`src/rtl/add_sub_pipe.sv`:
```
`default_nettype none
// ============================================================================
// Module   : add_sub_pipe
// Purpose  : Pipelined two's-complement adder/subtractor. The WIDTH-bit
//            operation is split into STAGES carry-chained chunks, one chunk
//            per cycle, with ZF/SF/OF/carry flags and valid/ready handshake.
// Revision : 1.0 - initial release
// ============================================================================
module add_sub_pipe #(
  parameter int WIDTH  = 64,
  parameter int STAGES = 4
) (
  input  logic             clk,
  input  logic             rst,
  input  logic             in_valid,
  output logic             in_ready,
  input  logic [WIDTH-1:0] a,
  input  logic [WIDTH-1:0] b,
  input  logic             sub,
  output logic             out_valid,
  input  logic             out_ready,
  output logic [WIDTH-1:0] sum,
  output logic             cout,
  output logic             zf,
  output logic             sf,
  output logic             of
);

  localparam int C_CHUNK = WIDTH / STAGES;

  generate
    if ((STAGES < 1) || ((WIDTH % STAGES) != 0)) begin : g_param_check
      $error("add_sub_pipe: WIDTH must be a multiple of STAGES");
    end
  endgenerate

  // Each stage always works on the low chunk of its operands. The x word is
  // rotated right by one chunk per stage, with the new sum chunk entering at
  // the top, so after STAGES rotations it holds the complete sum in place.
  // The b word is simply shifted right, since its consumed chunks are dead.
  logic [WIDTH-1:0] r_x [STAGES];
  logic [WIDTH-1:0] r_b [STAGES];
  logic             r_c [STAGES];
  logic             r_v [STAGES];
  logic             r_zf;
  logic             r_sf;
  logic             r_of;

  logic [WIDTH-1:0] w_xi  [STAGES];
  logic [WIDTH-1:0] w_bi  [STAGES];
  logic             w_ci  [STAGES];
  logic             w_vi  [STAGES];
  logic [WIDTH-1:0] w_xo  [STAGES];
  logic [WIDTH-1:0] w_bo  [STAGES];
  logic [C_CHUNK:0] w_add [STAGES];
  logic             w_advance;
  logic             w_unused_bits;

  // Global stall: the whole pipe moves only when the output slot is free.
  assign w_advance = ~r_v[STAGES-1] | out_ready;
  assign in_ready  = w_advance;

  // Per-stage chunk adder plus operand preparation for stage 0.
  always_comb begin
    w_xi  = '{default: '0};
    w_bi  = '{default: '0};
    w_ci  = '{default: 1'b0};
    w_vi  = '{default: 1'b0};
    w_xo  = '{default: '0};
    w_bo  = '{default: '0};
    w_add = '{default: '0};
    w_xi[0] = a;
    w_bi[0] = sub ? ~b : b;
    w_ci[0] = sub;
    w_vi[0] = in_valid;
    for (int k = 1; k < STAGES; k++) begin
      w_xi[k] = r_x[k-1];
      w_bi[k] = r_b[k-1];
      w_ci[k] = r_c[k-1];
      w_vi[k] = r_v[k-1];
    end
    for (int k = 0; k < STAGES; k++) begin
      w_add[k] = {1'b0, w_xi[k][C_CHUNK-1:0]} + {1'b0, w_bi[k][C_CHUNK-1:0]}
               + {{C_CHUNK{1'b0}}, w_ci[k]};
      w_xo[k]  = WIDTH'({w_add[k][C_CHUNK-1:0], w_xi[k]} >> C_CHUNK);
      w_bo[k]  = w_bi[k] >> C_CHUNK;
    end
  end

  // Stage registers; the last stage (the output) only loads real results so
  // outputs stay at their reset value until the first operation completes.
  always_ff @(posedge clk or posedge rst) begin
    if (rst) begin
      for (int k = 0; k < STAGES; k++) begin
        r_x[k] <= '0;
        r_b[k] <= '0;
        r_c[k] <= 1'b0;
        r_v[k] <= 1'b0;
      end
      r_zf <= 1'b0;
      r_sf <= 1'b0;
      r_of <= 1'b0;
    end else if (w_advance) begin
      for (int k = 0; k < STAGES; k++) begin
        r_v[k] <= w_vi[k];
        if ((k < STAGES-1) || w_vi[k]) begin
          r_x[k] <= w_xo[k];
          r_b[k] <= w_bo[k];
          r_c[k] <= w_add[k][C_CHUNK];
        end
      end
      if (w_vi[STAGES-1]) begin
        // The final stage's low chunk holds the operand MSBs.
        r_zf <= ~|w_xo[STAGES-1];
        r_sf <= w_xo[STAGES-1][WIDTH-1];
        r_of <= (w_xi[STAGES-1][C_CHUNK-1] == w_bi[STAGES-1][C_CHUNK-1]) &
                (w_add[STAGES-1][C_CHUNK-1] != w_xi[STAGES-1][C_CHUNK-1]);
      end
    end
  end

  // The b word leaving the final stage has no consumer.
  assign w_unused_bits = ^r_b[STAGES-1];

  assign out_valid = r_v[STAGES-1];
  assign sum       = r_x[STAGES-1];
  assign cout      = r_c[STAGES-1];
  assign zf        = r_zf;
  assign sf        = r_sf;
  assign of        = r_of;

endmodule
`default_nettype wire
```
`config.mk`:
```
export PLATFORM = sky130hd
export DESIGN_NAME = add_sub_pipe
export DESIGN_NICKNAME = d
export VERILOG_FILES = /design/src/rtl/add_sub_pipe.sv
export SDC_FILE = /design/constraint.sdc
export NUM_CORES = 1
export LEC_CHECK = 0
export CORE_AREA = 10 10 161 223
export CTS_CLUSTER_SIZE = 10
export DETAILED_ROUTE_END_ITERATION = 16
export DIE_AREA = 0 0 171 233
export PLACE_DENSITY = 0.78
export SLEW_MARGIN = 20
export SYNTH_ARGS = -nofsm -noshare
export SYNTH_HDL_FRONTEND = slang
export SYNTH_SLANG_ARGS = --single-unit
```
`constraint.sdc`:
```
create_clock -name clk -period 35.7 [get_ports clk]
set_input_delay 7.14 -clock clk [delete_from_list [all_inputs] [get_ports clk]]
set_output_delay 7.14 -clock clk [all_outputs]
set_load 0.1 [all_outputs]
```
# Word-level counts from Yosys, hierarchy flattened
# Cells that the tools add are included.
# word_totals
register_bits,363
wordCells,36
# classes
n_addsub,8
n_eq_ne,2
mux,1
bitwise,4
n_reduce_logical,3
# ops
operator,n
adder 16 x 16 -> 17 bit,4
adder 17 x 1 -> 17 bit,4
2-to-1 mux 64 bit,1
NOT 64 bit,1
OR reduction 64 bit,1
AND reduction 2 bit,1
AND 1 bit,1
equality test 1 bit,1
logical NOT 1 bit,1
!= test 1 bit,1
NOT 1 bit,1
OR 1 bit,1

# Logic depth before layout (Yosys ltp)
# logic_depth
word_depth,4
depth_mapped,12
ltp_nobuf,12

# Least setup slack after synthesis
# No wires, ideal clock.
# synth_path
kind,in2out
startpoint,input out_ready
endpoint,output in_ready
arrival_time_ns,8.864
required_ns,28.560
path_slack_ns,19.696
cell_stages,5
path_buffers,3
cell_sequence,nor2b_1 inv_1 clkbuf_1 clkbuf_1 clkbuf_1
# synth_via
elab_chain_len,1
# synth_rtl
item,line_no,rtl
start: declaration,21,"input logic out_ready,"
OR 1 bit,60,assign w_advance = ~r_v[STAGES-1] | out_ready;
end: declaration,16,"output logic in_ready,"
# No other way between the ends.

# Final worst setup path
# Ends and elaborated chain as after synthesis.

==> flow_summary.ini <==
[sta]
rsz0062_at_grt = false
maxSlewViolCount = 0
tightest_slew_ps = 1130
fin_crit_ps = 16680
fin_crit_sh_pct = 46.7
hold_viol_final = 0
hold-worst-slack_ps = 462
fin_worst_skew_ps = 9.72
max_slew_margin_pct = 24.3
max_freq_ghz = 0.0600
setup_viol = 0
setup_tns_ps = 0

[global_route]
use_met3_pct = 3.30
grtUsageTotal_pct = 18.7
use_met1_pct = 22.6
grt_pass1_wl_um = 61000
antenna_found_initial = 0
busiest_layer = met2
grt_max_degree = 187
overflow = 0
grt_use_met2_pct = 32.6
grt_pass1_vias = 12400

[routing]
wl_um = 37500
wire_per_inst_um = 16.1
drt-pass1-iter-count = 5
post-route-drc-count = 0
avgViaCountPerCell = 5.31
num_vias = 12400
antenna_left = 0
drt_iter0_markers = 635

[clock_tree]
cts_setup_buffers = 0
cts_tree = yes
hold_buffers = 0
cts_htree_levels = 2
clockRootBuffer = clkbuf_16
ctsLongestPathBuffers = 3
cts_sinks = 362
cts_buffers = 42
clock_latency_ps = 530
clk_pin_slew_worst_paths_ps = 50
ctsResizeCount = 0

[synthesis]
synth_area_per_cell_um2 = 9.44
synth_ff_type = dfrtp_1
synth_mux_area_share_pct = 3.73
synth_top_family_by_area = simple AND/OR/NAND/NOR gates
synth_fa_ha_area_share_pct = 5.18
synth-edff-count = 0
seq_area_frac_synth_pct = 52.7
yosysWarnings = 0
ys_types = 63
async_flop_share_pct = 100
synth_nets = 2021
yosysTopAreaCell = dfrtp_1
syn_inst = 1821
synth_compound_area_share_pct = 8.40
synth_xor_area_share_pct = 5.45
yosys_register_bits = 362
syn_area_mm2 = 0.0172
yosys-top-cells-area = dfrtp_1 53%, nand2_1 15%, ha_1 4.4%
synth_top_area_share_pct = 52.7
yosys.area_share.simple_pct = 19.5

[place]
place_congestion = 0.836
io_buffers = 202
post_dp_cell_area_mm2 = 0.0190
dp_cells = 2283
hpwl_um = 25800

[setup_path]
path_class = in -> out
crit_chain = clkdlybuf4s50_1 > nor2b_4 > inv_8 > clkdlybuf4s50_1
path_max_fanout = 98
worstPathRequired_ps = 28560
worstReg2RegStart = r_x[64]
cp_top_family = buffers and inverters
reg2reg_setup_slack_ps = 32410
path_common_cell = clkdlybuf4s50_1
critical_path.startpoint_type = primary input
worst_setup_path_end_kind = output pin
cp_num_buf_inv = 3
critPathMaxStageDelay_ps = 1090
cp-startpoint = out_ready
r2r-end = zf
cp_slowest_cell = clkdlybuf4s50_1
arrival_ps = 9540
r2r_cells = 10

[layout]
fin_cells = 2333
layout_commonest_cell = nand2_1
stdcell_area_mm2 = 0.0202
mostFrequentLayoutCells = 683 x nand2_1, 362 x dfrtp_1, 201 x clkdlybuf4s50_1
final_nets = 2133
drive_gt1_share_pct = 6.91
area_growth_pct = 17.5
n_antenna_cell = 0

[die]
io_pins = 203
die_h_um = 233
die_x_um = 171
die_area_mm2 = 0.0398
row_count = 77
core-area_mm2 = 0.0316
start_util_pct = 54.4

[min_path]
hp-start = r_x[217]
min_to = r_x[217]
hold_depth = 2
hold_class = reg -> reg

[pwr]
power_density_mw_per_mm2 = 104
power_uw = 2100
peakVddDrop_mv = 0.0548
p_leak_uw = 0.00955

[run]
maxCapViolCount = 0

[status]
status = completed
-- kinds of logic (layout without fill, tap and decap cells) --
group	count (synthesis)	count (layout)
AO/OA/AOI/OAI	227	227
flip-flops	362	362
XOR/XNOR	107	107
buffers and inverters	166	283
adder cells (fa/ha/maj)	67	67
multiplexers	57	57
AND/OR/NAND/NOR	835	835
-- worst reg2reg max path: stages (launching register included) --
cell and delay (ps):
dfrtp_1 400, fa_1 500, fa_1 530, nor4_1 490
nand3_1 130, nor2_1 240, nand4_1 150, nor3_1 190
nand4_2 170, nor4b_2 290, a22o_1 150
-- area by class of cell --
class                   instances  area, um2
flip-flops and latches        362       9060
fillers                      2569      11400
well taps                     395        494
clock inverters                 1       7.51
clock buffers                  48       1140
multi-input cells            1293       7280
inverters                      21       93.8
repair buffers                213       2130
-- how the worst max path moves through the flow --
stage	slack, ps	cells after the start	end
finish	19020	4	in_ready
detailed placement	18560	4	in_ready
CTS	18520	4	in_ready
global route	18900	4	in_ready
global placement	18540	4	in_ready
floorplan	18510	1	cout
-- cell usage after synthesis, drive strengths merged, types with 14 or more instances --
library cell / count
a21o: 14
a21oi: 52
buf: 74
clkbuf: 71
dfrtp: 362
ha: 60
inv: 21
mux2: 56
nand2: 684
nor2: 63
nor3: 22
o21ai: 91
xnor2: 68
xor2: 39
-- power by group --
| group | total [uW] | internal, uW | switching (uW) |
|---|---|---|---|
| clock | 374 | 221 | 152 |
| sequential | 709 | 595 | 114 |
| combinational | 1020 | 343 | 674 |
| total | 2100 | 1160 | 940 |
-- per-layer routing --
layer | vias up | share of wire, % | wire (um)
met4 | 0 | 2.9 | 1110
met5 | - | 0 | 0
met3 | 62 | 4.5 | 1690
met2 | 258 | 51 | 19100
met1 | 5958 | 42 | 15700
li1 | 6106 | - | -
-- sequential cells by signal (all words and copies together) (netlist names) --
| signal | flops |
|---|---|
| r_x | 192 |
| cout | 1 |
| r_v | 3 |
| out_valid | 1 |
| sum | 64 |
| zf | 1 |
| r_c | 3 |
| r_b | 96 |
| of | 1 |
-- metrics by stage --
stage	utilization, %	setup slack [ps]
after floorplan	-	18510
after CTS	63.9	18520
after detailed placement	60.2	18560
after global routing	63.9	18900
after global placement	60.2	18540
final	63.9	19020
Power figures use the tool's default switching activity.
